## src/rtl/wasm_run_ctrl.sv

```systemverilog
// Run controller for one WASM core: streams a program image into the instruction
// BRAM with the core held in reset, then runs it and latches a termination status.
module wasm_run_ctrl #(
    parameter int ADDR_W = 10,
    parameter int DATA_W = 8,
    parameter int CNT_W  = 32
) (
    input  logic              i_clk,
    input  logic              i_rst_n,
    input  logic              i_load_start,
    input  logic              i_load_valid,
    output logic              o_load_ready,
    input  logic [DATA_W-1:0] i_load_data,
    input  logic              i_load_last,
    input  logic              i_start,
    input  logic              i_clear,
    input  logic [CNT_W-1:0]  i_timeout,
    output logic              o_bram_we,
    output logic [ADDR_W-1:0] o_bram_addr,
    output logic [DATA_W-1:0] o_bram_wdata,
    output logic              o_core_rst_n,
    input  logic              i_instr_finish,
    input  logic              i_instr_error,
    input  logic              i_stack_exceed,
    input  logic              i_stack_empty_pop,
    output logic              o_busy,
    output logic              o_done,
    output logic [2:0]        o_status,
    output logic [CNT_W-1:0]  o_cycle_cnt
);

    typedef enum logic [1:0] {IDLE, LOAD, RUN, DONE} state_t;

    localparam logic [ADDR_W-1:0] ADDR_MAX = '1;
    localparam logic [CNT_W-1:0]  CNT_MAX  = '1;

    localparam logic [2:0] ST_FINISH   = 3'd1;
    localparam logic [2:0] ST_ERROR    = 3'd2;
    localparam logic [2:0] ST_EXCEED   = 3'd3;
    localparam logic [2:0] ST_EMPTY    = 3'd4;
    localparam logic [2:0] ST_TIMEOUT  = 3'd5;
    localparam logic [2:0] ST_OVERFLOW = 3'd6;

    state_t            state;
    logic [ADDR_W-1:0] wr_addr;
    logic [2:0]        term_code;
    logic              accept;

    assign accept = i_load_valid && o_load_ready;

    // Termination priority; a zero code means the run continues this cycle.
    always_comb begin
        term_code = 3'd0;
        if (i_instr_error)
            term_code = ST_ERROR;
        else if (i_stack_exceed)
            term_code = ST_EXCEED;
        else if (i_stack_empty_pop)
            term_code = ST_EMPTY;
        else if (i_instr_finish)
            term_code = ST_FINISH;
        else if ((i_timeout != '0) && (o_cycle_cnt == i_timeout))
            term_code = ST_TIMEOUT;
    end

    always_ff @(posedge i_clk or negedge i_rst_n) begin
        if (!i_rst_n) begin
            state        <= IDLE;
            wr_addr      <= '0;
            o_load_ready <= 1'b0;
            o_bram_we    <= 1'b0;
            o_bram_addr  <= '0;
            o_bram_wdata <= '0;
            o_core_rst_n <= 1'b0;
            o_busy       <= 1'b0;
            o_done       <= 1'b0;
            o_status     <= 3'd0;
            o_cycle_cnt  <= '0;
        end else begin
            o_bram_we <= 1'b0;
            case (state)
                IDLE: begin
                    if (i_load_start) begin
                        state        <= LOAD;
                        wr_addr      <= '0;
                        o_load_ready <= 1'b1;
                        o_busy       <= 1'b1;
                    end else if (i_start) begin
                        state        <= RUN;
                        o_core_rst_n <= 1'b1;
                        o_cycle_cnt  <= '0;
                        o_status     <= 3'd0;
                        o_busy       <= 1'b1;
                    end
                end
                LOAD: begin
                    if (accept) begin
                        o_bram_we    <= 1'b1;
                        o_bram_addr  <= wr_addr;
                        o_bram_wdata <= i_load_data;
                        if (wr_addr != ADDR_MAX)
                            wr_addr <= wr_addr + 1'b1;
                        if (i_load_last) begin
                            state        <= IDLE;
                            o_load_ready <= 1'b0;
                            o_busy       <= 1'b0;
                        end else if (wr_addr == ADDR_MAX) begin
                            // Image larger than the BRAM: keep the last byte, refuse the rest.
                            state        <= DONE;
                            o_status     <= ST_OVERFLOW;
                            o_load_ready <= 1'b0;
                            o_busy       <= 1'b0;
                            o_done       <= 1'b1;
                        end
                    end
                end
                RUN: begin
                    if (term_code != 3'd0) begin
                        state        <= DONE;
                        o_status     <= term_code;
                        o_core_rst_n <= 1'b0;
                        o_busy       <= 1'b0;
                        o_done       <= 1'b1;
                    end else if (o_cycle_cnt != CNT_MAX) begin
                        o_cycle_cnt <= o_cycle_cnt + 1'b1;
                    end
                end
                DONE: begin
                    if (i_clear) begin
                        state  <= IDLE;
                        o_done <= 1'b0;
                    end
                end
                default: state <= IDLE;
            endcase
        end
    end

endmodule
```

## config.mk

```make
export PLATFORM = sky130hd
export DESIGN_NAME = wasm_run_ctrl
export DESIGN_NICKNAME = d
export VERILOG_FILES = /design/src/rtl/wasm_run_ctrl.sv
export SDC_FILE = /design/constraint.sdc
export NUM_CORES = 1
export LEC_CHECK = 0
export ABC_AREA = 0
export ABC_CLOCK_PERIOD_IN_PS = 2500
export CORE_MARGIN = 2
export CORE_UTILIZATION = 39
export CTS_BUF_LIST = sky130_fd_sc_hd__clkbuf_4 sky130_fd_sc_hd__clkbuf_8
export DETAILED_ROUTE_END_ITERATION = 10
export GPL_TIMING_DRIVEN = 0
export PLACE_DENSITY = 0.65
export SLEW_MARGIN = 20
export SYNTH_ARGS = -nofsm -noshare
export SYNTH_HDL_FRONTEND = slang
export SYNTH_SLANG_ARGS = --single-unit
export TNS_END_PERCENT = 10
```

## constraint.sdc

```tcl
create_clock -name i_clk -period 2.5 [get_ports i_clk]
set_clock_uncertainty 0.1 [all_clocks]
set_input_delay 0.75 -clock i_clk [delete_from_list [all_inputs] [get_ports i_clk]]
set_output_delay 0.75 -clock i_clk [all_outputs]
set_load 0.01 [all_outputs]
```

* After elaboration in Yosys (flattened, before gate mapping)
Index checks and enable logic that the tools add are counted.
** Cells by class
- $add $sub $neg :: 2
- Multiplexer cells :: 48
- Equality and inequality tests :: 20
- Reduce and logical (&&, ||, !) cells :: 18
** Operators with widths (number)
- $mux W32 :: 4
- $pmux W32 S2 :: 1
- $mux W3 :: 11
- $add A32 B1 Y32 const B :: 1
- $eq A32 B32 Y1 :: 1
- $ne A32 B32 Y1 const B :: 1
- $reduce_bool A32 Y1 :: 1
- $mux W10 :: 3
- $ne A2 B2 Y1 const B :: 11
- $pmux W10 S2 :: 1
- $mux W1 :: 15
- $reduce_and A5 Y1 :: 3
- $mux W2 :: 7
- $reduce_and A4 Y1 :: 3
- $add A10 B1 Y10 const B :: 1
- $eq A10 B10 Y1 const B :: 1
- $ne A10 B10 Y1 const B :: 1
- $pmux W3 S3 :: 1
- $reduce_bool A3 Y1 :: 3
- $pmux W2 S4 :: 1
- $reduce_and A7 Y1 :: 1
- $ne A3 B3 Y1 const B :: 2
- $pmux W1 S3 :: 2
- $reduce_and A6 Y1 :: 1
- other kinds (7) :: 11
** Storage, ports and cells
- Register bits after elaboration :: 70
- Output and inout port bits :: 58
- Bits of input ports :: 51
- Logic and storage cells :: 99

* Longest topological paths before layout
Gate-level depths: netlist of the first run.
- Depth after elaboration :: 10
- Mapped depth :: 10
- Gate-level depth less buffers :: 8

* Worst setup path before layout of the first run
OpenSTA, ideal clock, no wires.
- Kind :: input -> register
- From :: in i_timeout[29]
- To :: reg o_status[0]
- Library setup time :: 125 ps
- Path buffers :: 1
- Setup slack :: -256 ps
- Arrival time :: 2532 ps
- Cell stages on the path :: 7
- Cells stage by stage :: xor2_1 nor4_1 nand2_1 or4_1 buf_4 a211oi_4 mux2_2
** Between the ends
- Longest elaborated chain between the ends :: 10
- Elaborated cells between the ends (all ways) :: 13
- Classes of those cells :: eq/ne (2); mux (7); reduce/logical (4)
** Ends and longest elaborated chain
- from (decl) :: RTL line 17 : input logic [CNT_W-1:0] i_timeout,
- $eq A32 B32 Y1 or $reduce_bool A32 Y1 (tied branches) :: RTL line 62 : else if ((i_timeout != '0) && (o_cycle_cnt == i_timeout))
- $logic_and A1 B1 Y1 (*) :: RTL line 62
- $mux W3 (*) :: RTL line 62
- $mux W3 (*) :: RTL line 60 : else if (i_instr_finish)
- $mux W3 (*) :: RTL line 58 : else if (i_stack_empty_pop)
- $mux W3 (*) :: RTL line 56 : else if (i_stack_exceed)
- $mux W3 (*) :: RTL line 54 : if (i_instr_error)
- $reduce_bool A3 Y1 :: RTL line 118 : if (term_code != 3'd0) begin
- $ne A2 B2 Y1 (no line)
- $reduce_and A7 Y1 (no line)
- to (signal assigned) :: RTL line 120 : o_status <= term_code;
- to (decl) :: RTL line 28 : output logic [2:0] o_status,
Mark *: on every way between the ends. The rest lies on a longest branch, timed or not. The select of a mux whose other input is x is not followed.
A chain may end at the register's enable or synchronous reset.

* Worst setup path after layout of the first run
- From :: in i_timeout[5]
- To :: reg o_status[2]
Same word-level chain as after synthesis.

==> results of run 1 <==
-- cells by family (layout without fill, tap and decap cells) --
logic type                 count (synthesis)  after routing
AOI/OAI and AO/OA                        105            105
xor gates and xnor gates                  41             41
adders and majority gates                  7              7
buffers and inverters                     41            186
DFF                                       70             70
muxes                                     24             24
and+or+nand+nor                          170            170
-- cell type report --
class,count,area [sq um]
multi-input cells,347,2597
plain buffers,21,150.1
clock inverters,7,103.9
well taps,136,170.2
flip-flops and latches,70,1760
repair buffers,133,1234
fillers,940,4217
inverters,16,60.06
clock buffers,9,123.9
-- sequential cells by signal, indices dropped and copies added, names as in the netlist --
signal and count:
o_done 1, o_status 3, o_cycle_cnt 32, o_bram_we 1, o_core_rst_n 1, o_load_ready 1, state 2, o_bram_wdata 8
o_busy 1, wr_addr 10, o_bram_addr 10
-- per-stage QoR --
stage,cells,total power (W),hold slack (ns),TNS [ns]
floorplan,458,0.002538,0.3544,-1.777
global placement,702,0.003272,0.3822,-184.72
detailed placement,703,0.003303,0.3740,-50.71
CTS,733,0.004522,0.1721,-0.5803
global route,739,0.004927,0.1584,-5.234
finish,739,0.004638,0.1713,-2.023
-- cell usage in the layout, fill, tap and decap left out, types with 4 or more instances in the layout --
cell type / n
clkdlybuf4s50_1: 75
dfrtp_1: 63
nand2_1: 40
xor2_1: 33
nor2_1: 33
a31oi_1: 29
o21ai_0: 25
buf_4: 22
nand3_1: 21
buf_2: 19
mux2_2: 19
inv_1: 16
nand4_1: 15
buf_6: 11
and3_1: 11
a21oi_1: 10
clkbuf_8: 9
nor4_1: 8
nor4_2: 8
dfrtp_2: 7
clkbuf_1: 6
nor3_1: 6
ha_1: 6
xor2_2: 5
nand2b_1: 5
a31oi_2: 5
a221o_1: 5
dlygate4sd2_1: 5
clkbuf_2: 4
and4_1: 4
clkdlybuf4s15_1: 4
-- layer usage --
layer | vias to the layer above | track usage | part of all wire
met3 | 15 | 0.04822 | 0.057
met1 | 2018 | 0.3330 | 0.46
met4 | 0 | 0.06685 | 0.013
met5 | - | 0 | 0
li1 | 1968 | - | -
met2 | 148 | 0.3648 | 0.47
-- power by group through the flow --
stage / sequential, W / clock [W] / combinational [W]
detailed placement: 0.00152 / 0 / 0.00179
CTS: 0.00149 / 0.00108 / 0.00196
finish: 0.00149 / 0.00106 / 0.00209
global route: 0.00152 / 0.00114 / 0.00227
global placement: 0.00151 / 0 / 0.00176
floorplan: 0.00156 / 0 / 0.000977
-- how the worst max path moves through the flow --
stage | start | to | depth (start not counted)
detailed placement | i_timeout[7] | o_cycle_cnt[14] | 8
global route | state[0] | wr_addr[5] | 8
finish | i_timeout[5] | o_status[2] | 7
global placement | i_rst_n | o_cycle_cnt[25] | 1
CTS | i_timeout[10] | o_status[2] | 7
floorplan | i_timeout[13] | o_status[0] | 7
-- what timing repair did --
action | in CTS | in global routing
setup buffers | 17 | 6
gates resized for setup | 151 | 50
cloned | 1 | 1
endpoints found under the setup margin | 49 | 48
pin swaps | 20 | 14
==> out/results.ini, run 1 <==
[placement]
pre_cts_ws_ns=-1.457
gp_congestion=0.8929
hpwl_um=9510
dpl-instance-area_sq_mm=0.005495
portBuffers=108

[setup_path]
cp-start-kind=primary input
worstPathRequired_ns=2.65
reg2reg_depth=7
end_kind=flip-flop
r2r_slack_ns=-0.12
worstPathMaxFanout=7
path_class=primary input to flip-flop
crit_chain=clkdlybuf4s15_2, xor2_1, nor4_2, nand2_1, or4_4, a211oi_4, mux2_4
crit_family=simple AND/OR/NAND/NOR gates
path_buf_inv=1
slowest_delay_ns=0.57
r2r-end=o_status[2]
cp.arrival_ns=2.80
cpMaxStageDelayCell=or4_4
r2r-start=o_cycle_cnt[7]

[flow_run]
cap_violations=0

[pwr]
powerDensity_mw_per_mm2=748.2
p_seq_frac=0.322
leakagePower_nw=2.635
p_sw_w=0.001734
power.internal_w=0.002904
clkPwrFrac=0.228
p_sw_frac=0.3738
worst_ir_drop_vdd_mv=0.4337
pwr-share-comb=0.450

[yosys]
synth-simple-area-share=0.2084
synthMuxAreaShare=0.06352
synth_compound_gate_area_share=0.1650
synthDistinctLibCells=50
synth_sequential_area_ratio=0.4156
synthMostInstantiatedCell=dfrtp_1
avgSynthCellArea_sq_um=9.204
synth_area_sq_mm=0.004215
synth_ff_type=dfrtp_1
ys_seq_elements=70
synth_cells=458
synth_top_family_by_area=simple AND/OR/NAND/NOR gates
synth_xor_area_frac=0.08519
synthTopCellsByArea=dfrtp_1, xor2_1, mux2_2, a31oi_1, nand2_1
synth_fp_nets=516
synthTopCellsByCount=dfrtp_1, nand2_1, xor2_1
synth_top_cell_by_area=dfrtp_1
synthAdderAreaFrac=0.02078
ys_async_sr_fraction=1.000
synth-warning-count=0
synth_top_cell_area_share=0.4156
synth_edf_count=0

[clock_tree]
cts_tree=yes
numClockSinks=70
insertion_delay_ns=0.36
htree_levels=3
cts-root-buf=clkbuf_8
holdBufCountCts=0
cts_buffers=9
path_clk_slew_ns=0.09
cts_buffer_depth=2

[timing]
min_period_ns=2.648
drv_slew=0
grt_setup_unrepaired=yes
worst_slack_ns=-0.1481
max_freq_mhz=377.6
finalCritPeriodShare=1.059
relSlewSlack=0.6075
tightestPinTransition_ns=0.5888
hold_viol=0
setup_viol=33

[finish]
areaGrowthSynthToFinish_pct=47.08
drive_above_1_share=0.2587
nets=656
n_antenna_cell=0
fin_util=0.5952
final_cell_area_sq_mm=0.006200

[floorplanning]
ios=109
die_height_um=108.0
initial_core_util=0.4047
rows=37
die_width_um=108.0
die_area_sq_mm=0.01166
core_sq_mm=0.01042

[route]
wl_per_cell_um=18.17
drt-total-wl_um=13430
route.detailed.drc=0
drtAntennaViolNets=0
drt_pass1_iterations=4
via_per_inst=5.614
vias=4149
drtIter0Drc=265

[global_routing]
first_global_vias=4098
antenna_found_initial=0
track_usage=0.2349
grt_max_degree=53
grt_pass1_wl_um=21280
grt-ovfl-total=0

[status]
status=finished with violations
violations=negative setup slack

[min_path]
holdCritPathClass=primary input to asynchronous set/reset pin

No activity file was read; power rests on OpenSTA's default activity.
==> run 2, diff against run 1 <==
ABC_AREA = 1   (was 0)
PLACE_DENSITY = 0.63   (was 0.65)
==> out/results.ini, run 2 <==
[status]
status=complete, no violations

[placement]
gp_congestion=0.9635
portBuffers=108
hpwl_um=11380

[clock_tree]
path_clk_slew_ns=0.09
cts_tree=yes
cts_buffer_depth=2
numClockSinks=70
cts_buffers=9
htree_levels=3
cts-root-buf=clkbuf_8
holdBufCountCts=0
insertion_delay_ns=0.37

[pwr]
clkPwrFrac=0.213
leakagePower_nw=2.968
power.internal_w=0.002995
p_seq_frac=0.300
p_sw_w=0.002041
powerDensity_mw_per_mm2=767.0
p_sw_frac=0.4053
worst_ir_drop_vdd_mv=0.5293
pwr-share-comb=0.487

[global_routing]
grt_max_degree=45
track_usage=0.2261
first_global_vias=4622
antenna_found_initial=0
grt_pass1_wl_um=23140
grt-ovfl-total=0

[finish]
fin_util=0.5488
reg.largest.list=o_cycle_cnt x32, o_bram_addr x10, wr_addr x10
largest_register=o_cycle_cnt
nets=893
areaGrowthSynthToFinish_pct=38.12
n_antenna_cell=0
drive_above_1_share=0.1012
most-common-layout-cells=nand2_1, clkdlybuf4s50_1, nor2_1, dfrtp_1, inv_1
largest_reg_flops=32
layout_commonest_cell=nand2_1

[floorplanning]
die_width_um=114.4
core_sq_mm=0.01196
initial_core_util=0.3974
rows=40
die_height_um=114.4
die_area_sq_mm=0.01309
ios=109

[timing]
hold_viol=0
relSlewSlack=0.6034
finalCritPeriodShare=0.9705
tns_ns=0
tightestPinTransition_ns=0.5904
setup_viol=0
max_freq_mhz=412.2
min_period_ns=2.426
drv_slew=0

[setup_path]
cp.arrival_ns=2.59
cp-start-kind=primary input
worstPathMaxFanout=10
path_class=primary input to flip-flop
end_kind=flip-flop
worstPathRequired_ns=2.66

[route]
via_per_inst=5.034
drtIter0Drc=295
vias=4969
route.detailed.drc=0
drt_pass1_iterations=4
wl_per_cell_um=14.92
drtAntennaViolNets=0
drt-total-wl_um=14720

[yosys]
synth_ff_type=dfrtp_1
synth_fp_nets=763
synth_top_cell_by_area=dfrtp_1
synth_edf_count=0
synth-warning-count=0
synthDistinctLibCells=32
synth_top_cell_area_share=0.3685
synth_cells=705
synthTopCellsByArea=dfrtp_1, nand2_1, nor2_1, inv_1, nand4_1
synthTopCellsByCount=nand2_1, nor2_1, dfrtp_1
synth_sequential_area_ratio=0.3685
synth_area_sq_mm=0.004753
ys_async_sr_fraction=1.000
ys_seq_elements=70
synthMostInstantiatedCell=nand2_1
avgSynthCellArea_sq_um=6.742

[flow_run]
cap_violations=0

[min_path]
holdCritPathClass=primary input to asynchronous set/reset pin

run 2: changes by cell type in the layout (fill, tap and decap cells not counted), moves of 22 or more:
cell	previous run	this run
inv_1	16	64
nand2_1	40	247
nor3_1	6	30
a31oi_1	29	1
nand4_1	15	40
xnor2_1	1	23
nor2_1	33	86
run 2: repair_timing:
item | 4_1_cts | 5_1_grt
cloned | 0 | 2
setup endpoints to repair | 35 | 43
resized for setup | 7 | 59
buffers inserted | 0 | 8
pin swaps | 0 | 13
run 2: kinds of logic (layout without fill, tap and decap cells):
| family | count (synthesis) | in the layout | share of synthesized area |
|---|---|---|---|
| AOI/OAI and AO/OA | 47 | 47 | 0.05107 |
| xor gates and xnor gates | 41 | 41 | 0.07555 |
| adders and majority gates | 7 | 7 | 0.01843 |
| buffers and inverters | 94 | 229 | 0.08133 |
| DFF | 70 | 70 | 0.3685 |
| and+or+nand+nor | 446 | 446 | 0.4051 |
run 2: final timing paths:
kind,start,endpoint,slack (ns),cells past startpoint
min in group i_clk,o_bram_wdata[5],o_bram_wdata[5],0.37,2
hold / removal,i_rst_n,o_cycle_cnt[12],0.20,1
setup / recovery,i_timeout[21],o_cycle_cnt[10],0.07,13
setup reg to reg,state[1],o_cycle_cnt[26],0.16,9
hold reg to reg,o_bram_wdata[5],o_bram_wdata[5],0.37,2
max in group asynchronous,i_rst_n,state[0],1.53,2
run 2: critical path, cell delays in order:
cell and delay (ns):
clkdlybuf4s50_1 0.49, xnor2_1 0.12, nand2_1 0.07, nor2_1 0.11
nand2_1 0.10, nor2_4 0.17, nand3_4 0.12, nand3_4 0.09
nand2_4 0.07, buf_12 0.14, buf_4 0.17, nand4_1 0.10
nand2_1 0.07
run 2: final cells by class:
class	instances	area [sq um]
inverters	72	270.3
plain buffers	22	138.9
flip-flops and latches	70	1754
clock inverters	7	103.9
clock buffers	9	123.9
multi-input cells	541	2716
well taps	147	183.9
repair buffers	119	1274
fillers	1240	5396
run 2: routing by layer:
layer / routed length [um] / global-route usage / vias to the layer above / part of all wire
li1: - / - / 2511 / -
met1: 7319 / 0.3357 / 2323 / 0.50
met2: 6529 / 0.3424 / 125 / 0.44
met3: 707 / 0.02753 / 10 / 0.048
met4: 167 / 0.07154 / 0 / 0.011
met5: 0 / 0 / - / 0
run 2: metrics by stage:
step	hold WS (ns)	total power, W	worst slack, ns	area, sq um	cells
floorplan	0.3544	0.002708	0.4719	4753	705
global placement	0.3551	0.003575	-1.934	6018	960
detailed placement	0.3607	0.003619	-0.5550	6043	961
CTS	0.1955	0.004741	0.001037	6295	977
global route	0.2165	0.005365	-0.01269	6565	987
finish	0.1990	0.005036	0.07371	6565	987
run 2: power groups by stage:
stage	Combinational (W)	Sequential [W]	Clock [W]
final	0.00245	0.00151	0.00107
after CTS	0.00212	0.00151	0.00111
after floorplan	0.00111	0.00160	0
after detailed placement	0.00209	0.00153	0
after global routing	0.00268	0.00154	0.00114
after global placement	0.00205	0.00152	0
